--- src/rtl/pc_reg_pkg.sv ---
// Core-wide RV32I definitions used by the program counter: address bus width,
// reset vector, sequential step and the pipeline hold codes.
package pc_reg_pkg;

  localparam int INST_ADDR_W = 32;
  localparam logic [INST_ADDR_W-1:0] CPU_RESET_ADDR = 32'h0000_0000;
  localparam int unsigned PC_STEP_BYTES = 4;
  localparam int HOLD_FLAG_W = 3;

  typedef enum logic [HOLD_FLAG_W-1:0] {
    HOLD_NONE = 3'b000,
    HOLD_PC   = 3'b001,
    HOLD_IF   = 3'b010,
    HOLD_ID   = 3'b011
  } hold_flag_e;

  // Codes 3'b100..3'b111 are unassigned but still stall the PC.
  function automatic logic hold_pc_active(input logic [HOLD_FLAG_W-1:0] code);
    return code >= HOLD_PC;
  endfunction

endpackage

--- src/rtl/pc_reg_if.sv ---
// Control/address bundle between the pipeline control logic and the PC.
// The master side drives redirect/stall requests and observes the fetch address.
interface pc_reg_if
  import pc_reg_pkg::*;
#(
  parameter int ADDR_W = INST_ADDR_W
);

  logic                   jtag_reset_flag_i;
  logic                   jump_flag_i;
  logic [ADDR_W-1:0]      jump_addr_i;
  logic [HOLD_FLAG_W-1:0] hold_flag_i;
  logic [ADDR_W-1:0]      pc_o;

  modport master (
    output jtag_reset_flag_i,
    output jump_flag_i,
    output jump_addr_i,
    output hold_flag_i,
    input  pc_o
  );

  modport slave (
    input  jtag_reset_flag_i,
    input  jump_flag_i,
    input  jump_addr_i,
    input  hold_flag_i,
    output pc_o
  );

endinterface

--- src/rtl/pc_reg_next_mux.sv ---
// Combinational priority mux selecting the next program counter value:
// debug reset, then jump target, then hold, then sequential step.
module pc_reg_next_mux
  import pc_reg_pkg::*;
#(
  parameter int                ADDR_W     = INST_ADDR_W,
  parameter logic [ADDR_W-1:0] RESET_ADDR = CPU_RESET_ADDR,
  parameter int unsigned       PC_STEP    = PC_STEP_BYTES
) (
  input  logic                   jtag_reset,
  input  logic                   jump_flag,
  input  logic [ADDR_W-1:0]      jump_addr,
  input  logic [HOLD_FLAG_W-1:0] hold_flag,
  input  logic [ADDR_W-1:0]      pc,
  output logic [ADDR_W-1:0]      next_pc
);

  // A taken jump must redirect even during a stall, so it is tested before hold.
  always_comb begin
    next_pc = pc + ADDR_W'(PC_STEP);
    if (jtag_reset) begin
      next_pc = RESET_ADDR;
    end else if (jump_flag) begin
      next_pc = jump_addr;
    end else if (hold_pc_active(hold_flag)) begin
      next_pc = pc;
    end
  end

endmodule

--- src/rtl/pc_reg.sv ---
// Program counter of the RV32I core: a single registered fetch address that
// steps, jumps, holds or returns to the reset vector on each rising clk edge.
module pc_reg
  import pc_reg_pkg::*;
#(
  parameter int                ADDR_W     = INST_ADDR_W,
  parameter logic [ADDR_W-1:0] RESET_ADDR = CPU_RESET_ADDR,
  parameter int unsigned       PC_STEP    = PC_STEP_BYTES
) (
  input  logic     clk,
  input  logic     rst,
  pc_reg_if.slave  bus
);

  logic [ADDR_W-1:0] pc_q;
  logic [ADDR_W-1:0] next_pc;

  pc_reg_next_mux #(
    .ADDR_W     (ADDR_W),
    .RESET_ADDR (RESET_ADDR),
    .PC_STEP    (PC_STEP)
  ) u_next_mux (
    .jtag_reset (bus.jtag_reset_flag_i),
    .jump_flag  (bus.jump_flag_i),
    .jump_addr  (bus.jump_addr_i),
    .hold_flag  (bus.hold_flag_i),
    .pc         (pc_q),
    .next_pc    (next_pc)
  );

  always_ff @(posedge clk) begin
    if (!rst) begin
      pc_q <= RESET_ADDR;
    end else begin
      pc_q <= next_pc;
    end
  end

  assign bus.pc_o = pc_q;

endmodule

--- src/flat_wrapper.sv ---
// flat-port wrapper written by rule: the top's interface ports become plain ports
module pc_reg_flat import pc_reg_pkg::*;
#(
  parameter int                ADDR_W     = INST_ADDR_W,
  parameter logic [ADDR_W-1:0] RESET_ADDR = CPU_RESET_ADDR,
  parameter int unsigned       PC_STEP    = PC_STEP_BYTES
)
  (clk, rst, bus_jtag_reset_flag_i, bus_jump_flag_i, bus_jump_addr_i, bus_hold_flag_i, bus_pc_o);
  pc_reg_if #(.ADDR_W(ADDR_W)) bus_i ();
  input  logic clk;
  input  logic rst;
  input wire logic [$bits(bus_i.jtag_reset_flag_i)-1:0] bus_jtag_reset_flag_i;
  input wire logic [$bits(bus_i.jump_flag_i)-1:0] bus_jump_flag_i;
  input wire logic [$bits(bus_i.jump_addr_i)-1:0] bus_jump_addr_i;
  input wire logic [$bits(bus_i.hold_flag_i)-1:0] bus_hold_flag_i;
  output wire logic [$bits(bus_i.pc_o)-1:0] bus_pc_o;
  assign bus_i.jtag_reset_flag_i = bus_jtag_reset_flag_i;
  assign bus_i.jump_flag_i = bus_jump_flag_i;
  assign bus_i.jump_addr_i = bus_jump_addr_i;
  assign bus_i.hold_flag_i = bus_hold_flag_i;
  assign bus_pc_o = bus_i.pc_o;
  pc_reg #(.ADDR_W(ADDR_W), .RESET_ADDR(RESET_ADDR), .PC_STEP(PC_STEP)) u_core (.clk(clk), .rst(rst), .bus(bus_i));
endmodule
--- config.mk ---
export PLATFORM = sky130hd
export DESIGN_NAME = pc_reg_flat
export DESIGN_NICKNAME = d
export VERILOG_FILES = /design/src/rtl/pc_reg_pkg.sv /design/src/rtl/pc_reg_if.sv /design/src/rtl/pc_reg_next_mux.sv /design/src/rtl/pc_reg.sv /design/src/flat_wrapper.sv
export SDC_FILE = /design/constraint.sdc
export NUM_CORES = 1
export LEC_CHECK = 0
export ABC_AREA = 1
export BUFFER_PORTS_ARGS = -buffer_cell sky130_fd_sc_hd__buf_4
export CORE_MARGIN = 2
export CORE_UTILIZATION = 52
export DETAILED_ROUTE_END_ITERATION = 10
export GPL_TIMING_DRIVEN = 0
export PLACE_DENSITY_LB_ADDON = 0.3
export SETUP_SLACK_MARGIN = 0.4
export SLEW_MARGIN = 15
export SYNTH_ARGS = -nofsm -noshare
export SYNTH_HDL_FRONTEND = slang
export SYNTH_SLANG_ARGS = --single-unit
--- constraint.sdc ---
create_clock -name clk -period 1.5 [get_ports clk]
set_input_delay 0.15 -clock clk [delete_from_list [all_inputs] [get_ports clk]]
set_output_delay 0.15 -clock clk [all_outputs]
set_load 0.005 [all_outputs]
==> results of run 1 <==
through the flow:
stage	cell area (um^2)	worst slack [ns]	instances
2_1_floorplan	2350	0.155	388
3_3_place_gp	2940	-0.00462	509
3_5_place_dp	2940	-0.0268	509
4_1_cts	3130	0.0835	522
5_1_grt	3220	-0.0479	524
6_report	3220	0.0366	524
layout by cell type (no fill, tap or decap), drive strengths merged:
master  netlist  final
nand2       118    118
buf           6     83
inv          61     61
nor2         51     51
nand3        40     40
dfxtp        32     32
a21oi        23     23
o21ai        18     18
clkbuf        5     12
nor3         10     10
nand4         6      6
a31oi         5      5
a22oi         3      3
xor2          2      2
a21boi        1      1
o21bai        1      1
o22ai         1      1
or2           1      1
o221ai        1      1
nand3b        1      1
and2          1      1
ha            1      1
power by group through the flow:
stage               registers, mW  logic [mW]  clock network, mW
finish                      0.919       0.324              0.651
global route                0.924       0.357              0.693
CTS                         0.919       0.314              0.657
detailed placement          0.937       0.306                  0
global placement            0.937       0.299                  0
floorplan                   0.932       0.139                  0
synth_stat cells, types with 2 or more instances:
cell      instances  area (um^2)
nand2_1         114          428
inv_1            57          214
nand3_1          39          195
nor2_1           38          143
dfxtp_1          32          641
a21oi_1          21          105
o21ai_0          18         90.1
nor3_1           10         50.1
nor2_4            7         78.8
nand4_1           6         37.5
nor2_2            6         37.5
a31oi_1           5         31.3
buf_2             5         25.0
clkbuf_1          5         18.8
inv_2             4         15.0
a22oi_1           3         22.5
nand2_2           3         18.8
a21oi_2           2         17.5
xor2_1            2         17.5
final timing paths:
kind | startpoint | endpoint | cells past startpoint
setup reg to reg | u_core.bus.pc_o[3] | u_core.bus.pc_o[14] | 8
hold reg to reg | u_core.bus.pc_o[0] | u_core.bus.pc_o[0] | 2
setup / recovery | u_core.bus.pc_o[3] | u_core.bus.pc_o[14] | 8
hold / removal | bus_jump_addr_i[9] | u_core.bus.pc_o[9] | 3
worst max-delay path: cells and delay by family (launching register included):
kind | cells | cell delay (ns)
buffers and inverters | 1 | 0.15
AO/OA/AOI/OAI | 1 | 0.16
adder cells (fa/ha/maj) | 1 | 0.14
flip-flops | 1 | 0.37
AND/OR/NAND/NOR | 5 | 0.56
metal layers:
metal / wire (um) / vias up / part of all wire (%)
met1: 3150 / 1284 / 42
li1: - / 1406 / -
met5: 0 / - / 0
met4: 193 / 0 / 2.6
met3: 613 / 20 / 8.2
met2: 3480 / 138 / 47
kinds of logic (layout without fill, tap and decap cells):
| logic type | after synthesis | after routing |
|---|---|---|
| DFF | 32 | 32 |
| adders and majority gates | 1 | 1 |
| AOI/OAI and AO/OA | 53 | 53 |
| and+or+nand+nor | 228 | 228 |
| buffers and inverters | 72 | 156 |
| xor gates and xnor gates | 2 | 2 |
cell type report:
cell class / count / area share, %
plain buffers: 11 / 1.82
multi-input cells: 284 / 47.6
clock buffers: 7 / 2.37
inverters: 61 / 7.10
repair buffers: 77 / 18.1
well taps: 52 / 2.02
flip-flops and latches: 32 / 21.0
what timing repair did:
action                     CTS  global route
setup buffers                6             2
setup endpoints to repair   30            32
pin swaps                    8             9
hold buffers                 0             0
resized for setup           26            24
==> metrics.txt, run 1 <==
Peak Freq=683 MHz; Slew headroom=57.2%; Die W=70.2 um; PwrDens=588 nW/um^2; DIE HEIGHT=70.2 um; DRT antenna net count=0; critical path capture point type=flip-flop; CP max stage cell=dfxtp_4; crit path cell chain=ha_4 > nand2_4 > nor2_4 > nand2_4 > nor2_4 > buf_4 > nand3_2 > a31oi_2; Core ar.=4290 um^2; syn_area_per_cell=5.88 um^2; Vias/cell=5.44; Rows=24; Yosys reg bits=32; largest net degree at the start of global routing=11; worst path required time=1.71 ns; Starting Density=53.1%; largest family of logic cells by synthesized area=simple AND/OR/NAND/NOR gates; # IOs=71; flop-to-flop setup slack=0.04 ns; final number of setup-violating endpoints=0; fraction of layout instances using a drive strength above 1=35.2%; syn_nets=428; Sw Share=28.4%; Layout area overhead=41.3%; CTS root buf=clkbuf_8; max-slew violations=0; H-Tree Level Count=2; post-synthesis cell area=2280 um^2; CTS tree=built; XOR/XNOR share of the synthesized area=0.768%; Final Util=75.1%; mux contribution to synthesized area=0%; Seq pwr share=48.5%; Setup Skew=0.00914 ns; Mapped Cells=388; actual slew at the worst max-slew pin=0.642 ns; Reg area=677 um^2; Synth cell types=30; fraction of power consumed by the clock network=34.4%; Port Buffers=69; Total Routing Usage GR=31.0%; Gate power share=17.1%; internal power=1.36 mW; Max Cap Violations=0; clock buffer depth=2; Final Critical Period=1.46 ns; worst setup path class=reg2reg; multi-input logic area=1540 um^2; status=completed; DIE AREA=4930 um^2; TritonRoute pass-1 iters=6; DR WL/cell=14.2 um; met1 Track Usage GR=40.3%; Synth Flop Type=dfxtp_1; type of the most critical hold path=in2reg; post-synthesis sequential area ratio=28.1%; clk slew on worst S/H paths=0.07 ns; Synth Area in Compound Gates=13.0%; final WL=7440 um; Antenna Cells=0; Crit Path Max Fanout=7; Fin. Hold Viols=0; Post-Synth Simple-Gate Area=45.1%; FFs w/ async S/R, synth=0%; hold_ws=0.105 ns; Final period util=97.6%; dpl hpwl=5470 um; max reg flops=32; EDFF count, synth=0; setup TNS=0 ns; critical path launch point type=flip-flop; busiest grt layer=met2; Power Total=1.90 mW; vias in the first global route=2580; VDD IR-drop max=0.000428 V; Clock Latency Late Sink=0.29 ns; # DRC=0; Synth Area in Adders=0.549%; M2 GR Usage=50.4%; Num CTS Buffers=5; RSZ-0062 raised after global routing=yes; leakage=1.44 nW; via count=2848; clock sink count=32; GR Util met3=6.49%; first-pass GRT wire length=12100 um; Detailed Route Iter0 Violations=186; NumNets Final=512; initial antenna violation count=0; Worst EP arrival=1.68 ns; Fill cells=373; Psw=0.539 mW; grt total ovfl=0; Yosys Warn Count=0; Critical Path Max Stage Delay=0.37 ns; GPL Wtd Cong=0.922
Power figures use the tool's default switching activity.
==> run 2: changes to the inputs <==
- ABC_AREA: 1 -> 0
- CORE_UTILIZATION: 52 -> 48
- CTS_BUF_LIST: not set -> sky130_fd_sc_hd__clkbuf_16
==> run 2 against run 1 <==
Net effect:
- the flow now finishes with violations (negative setup slack)
- wire length is 39% higher
- cell count is 24% lower
- die area is 13% lower
- core utilization is 20 points higher
- clock-buffer cell count is 2 lower
- sequential cell count stayed put
==> metrics.txt, run 2 <==
Peak Freq=511 MHz; EDFF count, synth=0; Die W=65.7 um; violated checks=negative setup slack; worst path required time=1.67 ns; initial antenna violation count=0; RSZ-0062 raised after global routing=yes; clock buffer depth=2; DR WL/cell=25.8 um; final number of setup-violating endpoints=24; Total Routing Usage GR=33.4%; CTS root buf=clkbuf_16; post-synthesis sequential area ratio=35.1%; Post-DP Area=2560 um^2; grt total ovfl=0; VDD IR-drop max=0.000708 V; Core ar.=3660 um^2; Max Cap Violations=0; Mapped Cells=230; leakage=1.71 nW; clock sink count=32; FFs w/ async S/R, synth=0%; Rows=22; Layout area overhead=89.9%; fraction of layout instances using a drive strength above 1=54.5%; Antenna Cells=0; worst setup path class=reg2reg; Final Critical Period=1.96 ns; Setup Skew=0.00331 ns; DRT antenna net count=0; PwrDens=672 nW/um^2; Num CTS Buffers=5; most frequent cells in the layout=84 x buf_4, 31 x buf_6, 20 x inv_1, 20 x a21oi_1, 18 x o21a_1; count leader, synth=dfxtp_1; Synth Flop Type=dfxtp_1; Crit Path Max Fanout=4; max reg flops=32; NumNets Final=392; DIE HEIGHT=65.7 um; clk slew on worst S/H paths=0.05 ns; syn_area_per_cell=7.94 um^2; most common cell after layout, fill and taps aside=buf_4; dpl hpwl=3650 um; Yosys reg bits=32; Port Buffers=70; Synth cell types=29; # DRC=0; DIE AREA=4320 um^2; Final Util=94.8%; max-slew violations=0; critical path launch point type=flip-flop; top post-synthesis cells by area=dfxtp_1 35%, xnor2_1 8.2%, o21a_1 7.4%, a21oi_1 6.0%, xor2_1 5.8%; largest net degree at the start of global routing=11; via count=2621; # IOs=71; Clock Latency Late Sink=0.29 ns; type of the most critical hold path=in2reg; post-synthesis cell area=1830 um^2; TritonRoute pass-1 iters=5; Vias/cell=6.55; Yosys Warn Count=0; CTS tree=built; Post-synth top cells=32 x dfxtp_1, 22 x a21oi_1, 19 x inv_1, 18 x o21a_1, 17 x xnor2_1; Slew headroom=46.3%; first-pass GRT wire length=10800 um; Synth area leader=dfxtp_1; Hold Buf Count CTS=0; status=complete, but fails checks; H-Tree Level Count=2; Final period util=130%; design area=3470 um^2; worst setup margin=-0.455 ns; GPL Wtd Cong=0.864; Worst EP arrival=2.13 ns; final WL=10300 um; actual slew at the worst max-slew pin=0.805 ns; Detailed Route Iter0 Violations=321; top-area cell type share of the netlist area=35.1%; Starting Density=49.9%; vias in the first global route=2215; Fin. Hold Viols=0; syn_nets=270; critical path capture point type=flip-flop
run 2: changes by cell type in the layout (fill, tap and decap cells not counted), moves of 14 or more:
| cell | before | now |
|---|---|---|
| nor2_4 | 15 | 0 |
| inv_1 | 56 | 20 |
| o21a_1 | 0 | 18 |
| xnor2_1 | 0 | 14 |
| buf_6 | 2 | 31 |
| nand2_1 | 109 | 13 |
| o21ai_0 | 14 | 0 |
| nand3_1 | 32 | 1 |
run 2: critical path: stages, from the launching register on:
cell and delay [ns]:
dfxtp_4 0.37, nand3_2 0.09, or3_4 0.41, buf_6 0.14
or4b_4 0.50, xnor2_1 0.16, o21a_1 0.18
run 2: layout make-up:
type	count	area, um^2
Inverter	19	71.3
Tap cell	48	60.1
Buffer	11	66.3
Fill cell	98	191
Clock buffer	5	125
Clock inverter	2	8.76
Sequential cell	32	709
Timing Repair Buffer	115	988
Multi-Input combinational cell	168	1440
run 2: timing repair:
action | 4_1_cts | 5_1_grt
hold endpoints to repair | 0 | 0
buffers inserted | 31 | 14
endpoints found under the setup margin | 26 | 32
gates resized for setup | 45 | 54
pin swaps | 22 | 29
run 2: cells by family (layout without fill, tap and decap cells):
| family | Yosys count | count (layout) | share of synthesized area [%] |
|---|---|---|---|
| compound gates | 45 | 45 | 14.9 |
| simple gates | 86 | 86 | 25.4 |
| mux | 7 | 7 | 3.84 |
| fa+ha+maj | 1 | 1 | 0.685 |
| buf+inv | 30 | 152 | 6.23 |
| flops | 32 | 32 | 35.1 |
| xor+xnor | 29 | 29 | 13.9 |
run 2: per-layer routing:
layer / vias to the layer above / GRT usage, % / routed length (um)
li1: 1048 / - / -
met1: 1184 / 37.6 / 3410
met2: 291 / 60.2 / 4900
met3: 98 / 6.34 / 1150
met4: 0 / 15.1 / 869
met5: - / 0 / 0
run 2: worst paths after layout:
check | startpoint | to | slack [ns] | depth (start not counted)
worst max-delay path | u_core.bus.pc_o[11] | u_core.bus.pc_o[29] | -0.46 | 6
worst min-delay path | bus_jump_addr_i[4] | u_core.bus.pc_o[4] | 0.11 | 3
worst max register to register | u_core.bus.pc_o[11] | u_core.bus.pc_o[29] | -0.46 | 6
worst min register to register | u_core.bus.pc_o[1] | u_core.bus.pc_o[1] | 0.55 | 2
run 2: through the flow:
| step | power, mW | TNS [ns] | instances | hold WS [ns] | setup slack [ns] |
|---|---|---|---|---|---|
| floorplan | 1.06 | -1.26 | 230 | 0.291 | -0.311 |
| global placement | 1.22 | -4.39 | 348 | 0.383 | -0.440 |
| detailed placement | 1.23 | -4.46 | 348 | 0.393 | -0.442 |
| CTS | 2.18 | -2.69 | 386 | 0.114 | -0.332 |
| global route | 2.37 | -6.94 | 400 | 0.128 | -0.476 |
| finish | 2.33 | -5.25 | 400 | 0.110 | -0.455 |
run 2: power breakdown:
| group | switching [mW] | internal [mW] | total [mW] |
|---|---|---|---|
| Combinational | 0.215 | 0.224 | 0.439 |
| Clock | 0.381 | 0.596 | 0.976 |
| Sequential | 0.0471 | 0.869 | 0.916 |
==> run 3: changes to the inputs <==
- CORE_UTILIZATION: 48 -> 51
- GPL_TIMING_DRIVEN: 0 -> not set
- SYNTH_HIERARCHICAL: not set -> 1
==> run 3 against run 2 <==
Net effect:
- the run now fails in global routing
- area after synthesis is 18% higher
- synthesized cell count grew 15%
==> metrics.txt, run 3 <==
status=did not finish; Stop stage=global routing; Err=[ERROR DPL-0038] Utilization greater than 100%, impossible to legalize; syn_nets=304; post-synthesis cell area=2150 um^2; dpl hpwl=5420 um; dpl cells=438; Synth Flop Type=dfxtp_1; Die W=69.0 um; Synth area leader=dfxtp_1; grt repair worst endpoint=u_core/bus.pc_o[26]$_SDFF_PN0_/D; Mapped Cells=264; Post-DP Area=3320 um^2; Synth cell types=50; Yosys reg bits=32; CTS root buf=clkbuf_16; # IOs=71; post-synthesis sequential area ratio=29.8%; syn_area_per_cell=8.15 um^2; GPL Wtd Cong=0.892; Post-Place Setup Slack=-0.707 ns; Yosys Warn Count=6; largest net degree at the start of global routing=34; Worst End Pin Type=register data pin; DIE HEIGHT=69.0 um; Hold Buf Count CTS=0; Rows=23; FFs w/ async S/R, synth=0%; top post-synthesis cells by area=dfxtp_1 30%, and2_2 11%, nor2_1 5.4%, a311oi_1 4.9%, a211oi_1 4.2%; Starting Density=53.4%; clock sink count=32; Port Buffers=70; Num CTS Buffers=5; clock buffer depth=2; Post-synth top cells=32 x and2_2, 32 x dfxtp_1, 31 x nor2_1, 13 x nand2_1; top-area cell type share of the netlist area=29.8%; H-Tree Level Count=2; EDFF count, synth=0
-- run 3: changes by cell type after synthesis, sizes merged, moves of 5 or more --
cell | before | now
a211oi | 0 | 12
a21oi | 22 | 1
a311oi | 0 | 12
and2 | 2 | 34
and4 | 1 | 6
inv | 19 | 5
mux2i | 7 | 2
nor2 | 13 | 31
nor3 | 12 | 3
o21a | 18 | 0
o31ai | 0 | 6
or4 | 0 | 11
xnor2 | 17 | 7
xor2 | 12 | 2
-- run 3: logic make-up after synthesis --
group                    share of synthesized area [%]
AND/OR/NAND/NOR                                   40.5
AO/OA/AOI/OAI                                     18.8
flip-flops                                        29.8
buffers and inverters                             5.75
XOR/XNOR                                          3.66
multiplexers                                     0.930
adder cells (fa/ha/maj)                          0.581
-- run 3: through the flow --
stage | hold slack (ns) | utilization (%)
after floorplan | 0.285 | -
after global placement | 0.503 | 82.5
after detailed placement | 0.511 | 82.5
after CTS | 0.222 | 94.0
-- run 3: what timing repair did --
item                       in CTS
setup endpoints to repair      31
pin swaps                      24
buffers inserted                9
gates resized for setup        58
hold endpoints to repair        0
gates cloned                    2
==> run 4: changes to the inputs <==
- CORE_UTILIZATION: 51 -> 40
- CTS_BUF_LIST: sky130_fd_sc_hd__clkbuf_16 -> not set
- PLACE_DENSITY_LB_ADDON: 0.3 -> 0.15
- SETUP_SLACK_MARGIN: 0.4 -> not set
==> run 4 against run 3 <==
Net effect:
- the flow now finishes, with violations (negative setup slack)
- synthesized cell count unchanged
- area after synthesis unchanged
==> metrics.txt, run 4 <==
Detailed Route Iter0 Violations=149; via count=2698; post-synthesis sequential area ratio=29.8%; Port Buffers=70; syn_nets=304; Synth area leader=dfxtp_1; Core ar.=5140 um^2; Clock Latency Late Sink=0.29 ns; Post-Place Setup Slack=-0.614 ns; critical path capture point type=flip-flop; Peak Freq=471 MHz; type of the most critical hold path=in2reg; design area=3800 um^2; NumNets Final=448; Fill cells=399; top post-synthesis cells by area=dfxtp_1 30%, and2_2 11%, nor2_1 5.4%, a311oi_1 4.9%, a211oi_1 4.2%; Final Util=73.9%; multi-input logic area=1700 um^2; Final Critical Period=2.13 ns; Reg area=679 um^2; vias in the first global route=2530; DRT antenna net count=0; VDD IR-drop max=0.000537 V; Worst EP arrival=2.30 ns; Yosys Warn Count=6; Die W=77.4 um; CP max stage cell=or4b_4; DIE HEIGHT=77.4 um; Starting Density=41.9%; initial antenna violation count=0; leakage=1.61 nW; worst path required time=1.68 ns; H-Tree Level Count=2; grt total ovfl=0; Crit Path Max Fanout=3; CP Buf/Inv Count=1; Yosys reg bits=32; actual slew at the worst max-slew pin=0.439 ns; FFs w/ async S/R, synth=0%; Vias/cell=5.63; most frequent cells in the layout=139 x buf_4, 29 x nor2_1, 19 x and2_2, 17 x dfxtp_1, 15 x and2_4; final WL=7960 um; DIE AREA=5980 um^2; dpl hpwl=5010 um; critical path launch point type=flip-flop; Antenna Cells=0; flop-to-flop setup slack=-0.63 ns; DR WL/cell=16.6 um; clock sink count=32; Num CTS Buffers=5; worst setup margin=-0.625 ns; Rows=26; Slew headroom=70.4%; # IOs=71; # DRC=0; Post-DP Area=3310 um^2; Critical Path Max Stage Delay=0.50 ns; Post-synth top cells=32 x and2_2, 32 x dfxtp_1, 31 x nor2_1, 13 x nand2_1; Synth cell types=50; max reg flops=32; TritonRoute pass-1 iters=4; critical path's top delay family=simple AND/OR/NAND/NOR gates; violated checks=negative setup slack; Max Cap Violations=0; Final period util=142%; Fin. Hold Viols=0; Setup Skew=0.00483 ns; crit path cell chain=ha_4 > or4b_4 > buf_4 > o41ai_1 > a311oi_2 > and2_4; Synth Flop Type=dfxtp_1; clk slew on worst S/H paths=0.07 ns; post-synthesis cell area=2150 um^2; PwrDens=557 nW/um^2; final number of setup-violating endpoints=28; syn_area_per_cell=8.15 um^2; Hold Buf Count CTS=0; fraction of layout instances using a drive strength above 1=63.1%; EDFF count, synth=0; most common cell after layout, fill and taps aside=buf_4; top-area cell type share of the netlist area=29.8%; Mapped Cells=264; CTS root buf=clkbuf_8; clock buffer depth=2; first-pass GRT wire length=12300 um; Layout area overhead=76.5%; GPL Wtd Cong=0.835; Power Total=2.12 mW; largest net degree at the start of global routing=33; setup TNS=-10.13 ns; RSZ-0062 raised after global routing=yes; max-slew violations=0; CTS tree=built; Total Routing Usage GR=25.5%; status=complete, but fails checks; worst setup path class=reg2reg
[run 4: power by group]
group	internal (mW)	total (mW)	leakage, nW	switching [mW]
Clock	0.374	0.707	0.0455	0.332
Combinational	0.280	0.500	1.30	0.220
Sequential	0.879	0.910	0.270	0.0311
Total	1.53	2.12	1.61	0.583
[run 4: per-stage QoR]
stage | cells | hold slack, ns
after floorplan | 264 | 0.285
after global placement | 455 | 0.503
after detailed placement | 455 | 0.514
after CTS | 475 | 0.219
after global routing | 479 | 0.243
final | 479 | 0.215
[run 4: layer usage]
metal	GRT usage [%]	part of all wire [%]
met1	32.7	40
met2	42.7	51
met3	5.47	6.0
met4	8.04	2.5
met5	0	0
[run 4: cell families (layout without fill, tap and decap cells)]
logic type	Yosys count	after routing	share of synthesized area [%]
and+or+nand+nor	144	144	40.5
xor gates and xnor gates	9	9	3.66
buffers and inverters	23	168	5.75
muxes	2	2	0.930
DFF	32	32	29.8
AOI/OAI and AO/OA	53	53	18.8
adders and majority gates	1	1	0.581
[run 4: layout make-up]
class	count	share of cell area, %
sequential	32	17.9
inverter	6	0.593
multi-input combinational	209	44.7
tap	70	2.31
clock buffer	8	2.37
timing repair buffer	154	32.1
[run 4: worst min-delay path, delay by kind of cell]
kind,cells,cell delay [ns]
buf+inv,1,0.07
mux,1,0.05
simple gates,2,0.20
[run 4: worst paths after layout]
check / cells after the start / startpoint / to
min reg2reg: 3 / u_core/bus.pc_o[1] / u_core/bus.pc_o[1]
max reg2reg: 6 / u_core/bus.pc_o[2] / u_core/bus.pc_o[14]
min: 4 / bus_jump_addr_i[0] / u_core/bus.pc_o[0]
max: 6 / u_core/bus.pc_o[2] / u_core/bus.pc_o[14]
[run 4: timing repair]
item                       4_1_cts  5_1_grt
gates resized for setup         43       23
pin swaps                       26       13
gates cloned                     1        0
setup endpoints to repair       27       27
buffers inserted                12        5
